### config.mk
export PLATFORM = sky130hd
export DESIGN_NAME = pll_startup_sequencer
export DESIGN_NICKNAME = d
export VERILOG_FILES = /design/src/rtl/pll_pkg.sv /design/src/rtl/pll_freq_meter.sv /design/src/rtl/pll_startup_sequencer.sv
export SDC_FILE = /design/constraint.sdc
export NUM_CORES = 1
export LEC_CHECK = 0
export ABC_AREA = 1
export BUFFER_PORTS_ARGS = -buffer_cell sky130_fd_sc_hd__buf_4
export CORE_MARGIN = 5
export CORE_UTILIZATION = 55
export CTS_BUF_LIST = sky130_fd_sc_hd__clkbuf_2
export DETAILED_ROUTE_END_ITERATION = 12
export PLACE_DENSITY = 0.88
export REMOVE_ABC_BUFFERS = 1
export SLEW_MARGIN = 10
export SYNTH_ARGS = -nofsm -noshare
export SYNTH_HDL_FRONTEND = slang
export SYNTH_SLANG_ARGS = --single-unit
### constraint.sdc
create_clock -name clock -period 2.5 [get_ports clock]
set_clock_uncertainty 0.15 [all_clocks]
set_input_delay 0.375 -clock clock [delete_from_list [all_inputs] [get_ports clock]]
set_output_delay 0.375 -clock clock [all_outputs]
set_load 0.01 [all_outputs]
### src/rtl/pll_pkg.sv
// Shared types, widths and default timing values for the PLL startup sequencer.
package pll_pkg;

  localparam int DIV_W  = 5;
  localparam int TRIM_W = 26;

  localparam int DEF_SETTLE_CYC  = 32;
  localparam int DEF_WIN_CYC     = 64;
  localparam int DEF_TOL         = 1;
  localparam int DEF_LOCK_WINS   = 2;
  localparam int DEF_TIMEOUT_WIN = 16;

  typedef enum logic [2:0] {
    ST_IDLE,
    ST_RESET_HOLD,
    ST_SETTLE,
    ST_MEASURE,
    ST_LOCKED,
    ST_FALLBACK
  } pll_state_e;

  typedef struct packed {
    logic enable;
    logic resetb;
    logic dco;
    logic locked;
    logic fallback;
    logic busy;
  } pll_ctrl_t;

  // Single-bit controls are a pure function of state; the top registers them.
  function automatic pll_ctrl_t ctrl_for_state(input pll_state_e s);
    pll_ctrl_t c;
    c = '0;
    case (s)
      ST_RESET_HOLD: begin
        c.enable = 1'b1;
        c.busy   = 1'b1;
      end
      ST_SETTLE, ST_MEASURE: begin
        c.enable = 1'b1;
        c.resetb = 1'b1;
        c.busy   = 1'b1;
      end
      ST_LOCKED: begin
        c.enable = 1'b1;
        c.resetb = 1'b1;
        c.locked = 1'b1;
      end
      ST_FALLBACK: begin
        c.enable   = 1'b1;
        c.resetb   = 1'b1;
        c.dco      = 1'b1;
        c.fallback = 1'b1;
      end
      default: c = '0;
    endcase
    return c;
  endfunction

endpackage

### src/rtl/pll_freq_meter.sv
// Counts feedback ticks over back-to-back fixed windows and grades each window
// against the expected tick count.
module pll_freq_meter
  import pll_pkg::*;
#(
  parameter int WIN_CYC = DEF_WIN_CYC,
  parameter int TOL     = DEF_TOL
) (
  input  logic clock,
  input  logic reset,
  input  logic en_i,
  input  logic fb_tick_i,
  output logic win_done_o,
  output logic win_good_o
);

  localparam int WC_W = $clog2(WIN_CYC + 1);
  localparam int TK_W = $clog2(WIN_CYC) + 2;
  localparam logic [WC_W-1:0] WC_LAST = WC_W'(WIN_CYC - 1);
  localparam int LO = (WIN_CYC > TOL) ? (WIN_CYC - TOL) : 0;
  localparam int HI = WIN_CYC + TOL;

  logic [WC_W-1:0] win_cnt_q, win_cnt_d;
  logic [TK_W-1:0] tick_cnt_q, tick_cnt_d, tick_sum;

  // The grade uses the count including this cycle's tick, so a tick in the
  // final cycle of a window still belongs to that window.
  always_comb begin
    tick_sum = tick_cnt_q;
    if (fb_tick_i && (tick_cnt_q != {TK_W{1'b1}})) tick_sum = tick_cnt_q + 1'b1;
    win_done_o = en_i && (win_cnt_q == WC_LAST);
    win_good_o = win_done_o && (int'(tick_sum) >= LO) && (int'(tick_sum) <= HI);
    win_cnt_d  = win_cnt_q + 1'b1;
    tick_cnt_d = tick_sum;
    if (!en_i || win_done_o) begin
      win_cnt_d  = '0;
      tick_cnt_d = '0;
    end
  end

  always_ff @(posedge clock) begin
    if (reset) begin
      win_cnt_q  <= '0;
      tick_cnt_q <= '0;
    end else begin
      win_cnt_q  <= win_cnt_d;
      tick_cnt_q <= tick_cnt_d;
    end
  end

endmodule

### src/rtl/pll_startup_sequencer.sv
// Startup sequencer: holds the PLL in reset, lets it settle, measures lock
// over frequency windows and falls back to DCO mode if lock never arrives.
module pll_startup_sequencer
  import pll_pkg::*;
#(
  parameter int SETTLE_CYC  = DEF_SETTLE_CYC,
  parameter int WIN_CYC     = DEF_WIN_CYC,
  parameter int TOL         = DEF_TOL,
  parameter int LOCK_WINS   = DEF_LOCK_WINS,
  parameter int TIMEOUT_WIN = DEF_TIMEOUT_WIN
) (
  input  logic              clock,
  input  logic              reset,
  input  logic              start,
  input  logic              stop,
  input  logic [DIV_W-1:0]  cfg_div,
  input  logic [TRIM_W-1:0] cfg_trim,
  input  logic              fb_tick,
  output logic              pll_enable,
  output logic              pll_resetb,
  output logic              pll_dco,
  output logic [DIV_W-1:0]  pll_div,
  output logic [TRIM_W-1:0] pll_ext_trim,
  output logic              locked,
  output logic              fallback,
  output logic              busy
);

  localparam int PH_W = $clog2(SETTLE_CYC + 1);
  localparam int GW   = $clog2(LOCK_WINS + 1);
  localparam int BW   = $clog2(TIMEOUT_WIN + 1);
  localparam logic [PH_W-1:0] PH_LAST = PH_W'(SETTLE_CYC - 1);

  pll_state_e        state_q, state_d;
  logic [PH_W-1:0]   phase_q, phase_d;
  logic [GW-1:0]     good_q, good_d;
  logic [BW-1:0]     bad_q, bad_d;
  logic [DIV_W-1:0]  div_q, div_d;
  logic [TRIM_W-1:0] trim_q, trim_d;
  pll_ctrl_t         ctrl_q, ctrl_d;
  logic              meter_en, win_done, win_good;

  assign meter_en = (state_q == ST_MEASURE) || (state_q == ST_LOCKED);

  pll_freq_meter #(
    .WIN_CYC (WIN_CYC),
    .TOL     (TOL)
  ) u_meter (
    .clock      (clock),
    .reset      (reset),
    .en_i       (meter_en),
    .fb_tick_i  (fb_tick),
    .win_done_o (win_done),
    .win_good_o (win_good)
  );

  always_comb begin
    state_d = state_q;
    phase_d = phase_q;
    good_d  = good_q;
    bad_d   = bad_q;
    div_d   = div_q;
    trim_d  = trim_q;
    case (state_q)
      ST_IDLE: begin
        if (start) begin
          div_d   = cfg_div;
          trim_d  = cfg_trim;
          phase_d = '0;
          good_d  = '0;
          bad_d   = '0;
          state_d = (cfg_div < DIV_W'(2)) ? ST_FALLBACK : ST_RESET_HOLD;
        end
      end
      ST_RESET_HOLD, ST_SETTLE: begin
        phase_d = phase_q + 1'b1;
        if (phase_q == PH_LAST) begin
          phase_d = '0;
          state_d = (state_q == ST_RESET_HOLD) ? ST_SETTLE : ST_MEASURE;
        end
      end
      ST_MEASURE: begin
        if (win_done) begin
          if (win_good) begin
            good_d = good_q + 1'b1;
            if (int'(good_q) + 1 >= LOCK_WINS) begin
              good_d  = '0;
              state_d = ST_LOCKED;
            end
          end else begin
            good_d = '0;
            bad_d  = bad_q + 1'b1;
            if (int'(bad_q) + 1 >= TIMEOUT_WIN) state_d = ST_FALLBACK;
          end
        end
      end
      ST_LOCKED: begin
        // Losing lock keeps the accumulated bad-window count so a flaky PLL
        // still times out into DCO mode eventually.
        if (win_done && !win_good) begin
          good_d  = '0;
          state_d = ST_MEASURE;
        end
      end
      ST_FALLBACK: state_d = ST_FALLBACK;
      default:     state_d = ST_IDLE;
    endcase
    if (stop) begin
      state_d = ST_IDLE;
      phase_d = '0;
      good_d  = '0;
      bad_d   = '0;
      div_d   = '0;
      trim_d  = '0;
    end
    ctrl_d = ctrl_for_state(state_d);
  end

  always_ff @(posedge clock) begin
    if (reset) begin
      state_q <= ST_IDLE;
      phase_q <= '0;
      good_q  <= '0;
      bad_q   <= '0;
      div_q   <= '0;
      trim_q  <= '0;
      ctrl_q  <= '0;
    end else begin
      state_q <= state_d;
      phase_q <= phase_d;
      good_q  <= good_d;
      bad_q   <= bad_d;
      div_q   <= div_d;
      trim_q  <= trim_d;
      ctrl_q  <= ctrl_d;
    end
  end

  assign pll_enable   = ctrl_q.enable;
  assign pll_resetb   = ctrl_q.resetb;
  assign pll_dco      = ctrl_q.dco;
  assign locked       = ctrl_q.locked;
  assign fallback     = ctrl_q.fallback;
  assign busy         = ctrl_q.busy;
  assign pll_div      = div_q;
  assign pll_ext_trim = trim_q;

endmodule
# Word-level counts from Yosys, hierarchy flattened
# Index checks and enable logic that the tools add are counted.
[totals]
reg_bits = 67
output_inout_bits = 37
[op_classes]
n_addsub = 7
magnitude_cmp = 5
eq_ne = 17
muxes = 30
reduce_logical = 23
[ops]
columns = ["op", "n"]
rows = [
  ["$mux W3", 9],
  ["$mux W5", 3],
  ["$pmux W3 S5", 1],
  ["$eq A3 B2 Y1 const B", 4],
  ["$eq A3 B3 Y1 const B", 4],
  ["$mux W6", 2],
  ["$pmux W6 S2", 1],
  ["$mux W2", 5],
  ["$pmux W5 S2", 1],
  ["$add A8 B1 Y8 const B", 1],
  ["$ge A8 B6 Y1 const B", 1],
  ["$le A8 B7 Y1 const B", 1],
  ["$mux W8", 1],
  ["$ne A8 B8 Y1 const B", 1],
  ["$reduce_and A4 Y1", 2],
  ["$add A7 B1 Y7 const B", 1],
  ["$eq A7 B6 Y1 const B", 1],
  ["$add A5 B1 Y6 const B", 1],
  ["$add A6 B1 Y6 const B", 1],
  ["$eq A3 B1 Y1 const B", 2],
  ["$eq A6 B5 Y1 const B", 1],
  ["$ge A6 B5 Y1 const B", 1],
  ["$mux W1", 6],
  ["$ne A2 B2 Y1 const B", 3],
  ["other kinds (18)", 28],
]

# Longest topological paths before layout
[logic_depth]
word_depth = 14
mapped_depth = 20
ltp_nobuf = 20

# Cells and area by module
# Synthesis repeated with hierarchy kept, for this count alone.
[unflattened]
cells_unflattened = 435
area_unflattened_um2 = 3072.9
[by_module_without_submodules]
columns = ["module", "n_inst", "cells_per_inst", "area_per_inst_um2"]
rows = [
  ["pll_startup_sequencer", 1, 309, 2229.6],
  ["pll_freq_meter", 1, 126, 843.3],
]

# Worst setup path before layout
# Ideal clock, no wire load.
[synth_timing]
path_kind = "flip-flop to flip-flop"
startpoint = "register u_meter.tick_cnt_q[0]"
endpoint = "register ctrl_q (netlist bit pll_enable)"
arrival_time_ns = 1.907
required_time_ns = 2.236
path_slack_ns = 0.329
path_stages_with_launch = 20
synth_period_minus_slack_ns = 2.171
cell_sequence = "dfxtp_1 -> ha_1 -> inv_1 -> nor2_4 -> nand2_4 -> buf_6 -> nand2_1 -> nand2_1 -> nand3_1 -> nor2_1 -> nand2_1 -> nand2_2 -> nand3_2 -> nand2_1 -> a21oi_1 -> nand2_1 -> nand2_1 -> nand2_1 -> nand2_1 -> nand2_1"
[synth_via]
elab_chain_cells = 14
elab_cells_between_ends = 22
cone_classes = "1 x add/sub; 2 x order compare; 6 x eq/ne; 7 x mux; 6 x reduce/logical"
[synth_rtl]
columns = ["element", "line_no", "rtl"]
rows = [
  ["start: declaration", "pll_freq_meter.sv:24", "logic [TK_W-1:0] tick_cnt_q, tick_cnt_d, tick_sum;"],
  ["start signal: assignment", "pll_freq_meter.sv:47", "tick_cnt_q <= tick_cnt_d;"],
  ["branches (longest 2 deep; another with $add A8 B1 Y8)", "--", ""],
  ["$mux W8 *", "pll_freq_meter.sv:30", "if (fb_tick_i && (tick_cnt_q != {TK_W{1'b1}})) tick_sum = tick_cnt_q + 1'b1;"],
  ["$ge A8 B6 Y1", "pll_freq_meter.sv:32", "win_good_o = win_done_o && (int'(tick_sum) >= LO) && (int'(tick_sum) <= HI);"],
  ["$logic_and A1 B1 Y1", "pll_freq_meter.sv:32", ""],
  ["$logic_and A1 B1 Y1 *", "pll_freq_meter.sv:32", ""],
  ["$logic_not A1 Y1", "pll_startup_sequencer.sv:100", "if (win_done && !win_good) begin"],
  ["$logic_and A1 B1 Y1", "pll_startup_sequencer.sv:100", ""],
  ["$mux W3", "pll_startup_sequencer.sv:100", ""],
  ["$pmux W3 S5 *", "pll_startup_sequencer.sv:64", "case (state_q)"],
  ["$mux W3 *", "pll_startup_sequencer.sv:108", "if (stop) begin"],
  ["$eq A3 B3 Y1, or another cell as far along", "pll_pkg.sv:35", "case (s)"],
  ["$reduce_or A5 Y1 (no source line) *", "--", ""],
  ["$mux W1 *", "pll_pkg.sv:35", ""],
  ["end signal: assignment", "pll_startup_sequencer.sv:135", "ctrl_q <= ctrl_d;"],
  ["end: declaration", "pll_startup_sequencer.sv:40", "pll_ctrl_t ctrl_q, ctrl_d;"],
]
# Mark *: on every way between the ends.
# A chain may end at the register's enable or synchronous reset.

# Worst setup path after layout
# Same ends and word-level chain as after synthesis.

==> results.cfg <==
[layout]
multi_input_area_sq_um = 1567
antenna_cells = 0
fin_util_pct = 77.13
nets = 587
final-seq-area_sq_um = 1353
fillerInstances = 314
fin_area_sq_um = 4195
area_growth_pct = 37.87
drive_above_1_share_pct = 24.86

[synth]
syn_area_per_cell_sq_um = 6.963
yosysTopAreaCellShare_pct = 44.08
synth-seq-cells = 67
async_flop_share_pct = 0
synth_cell_type_count = 32
synth_edf_count = 0
synth.area.top_cells = dfxtp_1 (44%), nor2_1 (13%), nand2_1 (10%)
synth_cells = 437
yosys_warnings = 0
synth.yosys.seq_area_share_pct = 44.08
yosys-top-cells-count = nor2_1 (109), nand2_1 (82), dfxtp_1 (67)
yosys.area.top_type = dfxtp_1
synth-main-ff-cell = dfxtp_1
syn-cell-area_sq_um = 3043
synth.most_common_cell = nor2_1

[global_route]
grt_pass1_vias = 3425
grt_max_degree = 32
antenna_found_initial = 0
grt_pass1_wl_um = 15910
grt_use_total_pct = 27.98
globalRoute.totalOverflow = 0

[timing]
fin_crit_sh_pct = 96.78
worst_pin_slew_ps = 497.0
period_needed_ps = 2420
finalHoldViolCount = 0
setup_slack_ps = 80.47
rsz0062_at_grt = yes
fin_setup_tns_ps = 0
fin_hold_ws_ps = 36.21
fmax_mhz = 413.3
drv_slew = 0
slew_headroom_pct = 66.79
setup_viol = 0

[clock_network]
numCtsBuffers = 9
clk_pin_slew_worst_paths_ps = 210
cts.sinks = 67
ctsLongestPathBuffers = 2
htreeDepth = 3
cts_root_buf = clkbuf_2
cts_tree = done
worstSkewPairLatency_ps = 550

[power]
vdd_ir_drop_max_mv = 0.4297
p_per_area_nw_per_um2 = 488.6
leakage_nw = 1.888

[worst_setup_path]
crit_start = u_meter.tick_cnt_q[0]
rrSetupSlack_ps = 80
critPathRequiredTime_ps = 2800
path_max_fanout = 6
crit_path_end = pll_enable
arrival_ps = 2720
r2r_cells = 18
worstSetupEndpointType = register
worst_setup_path_start_kind = register
reg2reg_from = u_meter.tick_cnt_q[0]
path_class = register to register
reg2reg_to = pll_enable

[floorplan]
die_x_um = 84.38
initial_core_util_pct = 55.95
fp.dieH_um = 84.38
dieArea_sq_um = 7120
core_area_sq_um = 5439
fp-row-count = 27
ios = 73

[place]
placed_cell_area_sq_um = 3641
place_ws_ps = -0.1972
dp_hpwl_um = 5484
port_buffers = 72
place_congestion = 0.8473

[detailed_routing]
vias_per_cell = 5.546
drt_iter0_markers = 300
drc = 0
vias = 3455
first_pass_iters = 7
postRouteAntennaNets = 0
wl_per_cell_um = 16.09
routed_wl_um = 10020

[worst_hold_path]
worstHoldStart = stop
min_path_type = input port to register

[outcome]
status = complete, no violations

[job]
cap_violations = 0
## sequential cells by signal, indices dropped and copies added (netlist names)
name and count:
bad_q 5, busy 1, fallback 1, good_q 2, locked 1, phase_q 6, pll_div 5, pll_enable 1
pll_ext_trim 26, pll_resetb 1, state_q 3, u_meter.tick_cnt_q 8, u_meter.win_cnt_q 7
## placed cells by master, fill, tap and decap left out, types with 2 or more instances in the layout
cell type / synthesis / final
nor2_4: 2 / 3
clkinv_2: 0 / 2
nand3_4: 0 / 2
dlygate4sd3_1: 0 / 32
nand2_1: 82 / 77
nor3_1: 6 / 5
xor2_1: 3 / 3
dfxtp_1: 67 / 60
ha_1: 5 / 4
o21ai_0: 38 / 38
inv_2: 3 / 3
inv_1: 39 / 39
nor2_1: 109 / 105
clkbuf_2: 0 / 10
nand2_4: 3 / 4
a21oi_1: 17 / 17
nand2_2: 4 / 9
nand4_1: 6 / 6
dfxtp_2: 0 / 6
nor2_2: 5 / 8
xnor2_1: 2 / 2
nand3_2: 2 / 2
buf_4: 1 / 79
nand3_1: 18 / 16
o21ai_1: 3 / 2
## layout make-up
type,instances,share of cell area [%]
Inverter,42,3.758
Clock buffer,10,1.193
Sequential cell,67,32.24
Timing Repair Buffer,111,21.77
Clock inverter,6,1.551
Tap cell,72,2.147
Multi-Input combinational cell,315,37.34
## layer usage
layer / share of wire, % / track usage (%)
met5: 0 / 0
met4: 4.9 / 15.97
met3: 11 / 10.99
met2: 48 / 46.92
met1: 37 / 29.95
## through the flow
step / total power [mW] / cells
floorplan: 1.226 / 423
global placement: 1.339 / 572
detailed placement: 1.344 / 572
CTS: 2.004 / 620
global route: 2.113 / 623
finish: 2.050 / 623
## worst min path at each step
stage | cells after the start | slack [ps] | to
after detailed placement | 2 | 290 | u_meter.win_cnt_q[6]
after global placement | 1 | 280 | u_meter.win_cnt_q[0]
final | 4 | 40 | state_q[1]
after global routing | 4 | 70 | locked
after floorplan | 1 | 270 | u_meter.win_cnt_q[0]
after CTS | 4 | 30 | state_q[1]
## cells by family (layout without fill, tap and decap cells)
group,Yosys count,after routing,share of synthesized area (%)
xor gates and xnor gates,5,5,1.439
and+or+nand+nor,240,241,33.80
DFF,67,67,44.08
adders and majority gates,5,5,2.056
buffers and inverters,56,169,7.566
AOI/OAI and AO/OA,64,64,11.06
## power breakdown
| part | total [mW] | internal (mW) | switching [mW] | leakage (nW) |
|---|---|---|---|---|
| Combinational | 0.273 | 0.130 | 0.143 | 1.27 |
| Clock | 0.659 | 0.236 | 0.423 | 0.0723 |
| Sequential | 1.12 | 1.10 | 0.0206 | 0.548 |
| Total | 2.05 | 1.46 | 0.586 | 1.89 |
## timing repair
action	CTS	global route
endpoints found under the setup margin	1	15
pin swaps	0	7
endpoints found under the hold margin	35	0
gates cloned	0	1
gates resized for setup	1	27
buffers inserted	0	2
hold buffers	32	0
## critical path, cell delays in order, from the launching register on
cell and delay [ps]:
dfxtp_4 410, ha_4 140, inv_1 70, nor2_4 150
nand2_4 110, nand2_4 90, nand2_1 100, nand2_4 70
nand2_1 40, nor2_1 80, nand2_1 90, nand2_4 90
nand4_1 150, nand3_1 160, nand2_2 90, nand2_2 110
nand2_1 80, nand2_2 80, nand2_1 70
No activity file was read; power rests on OpenSTA's default activity.
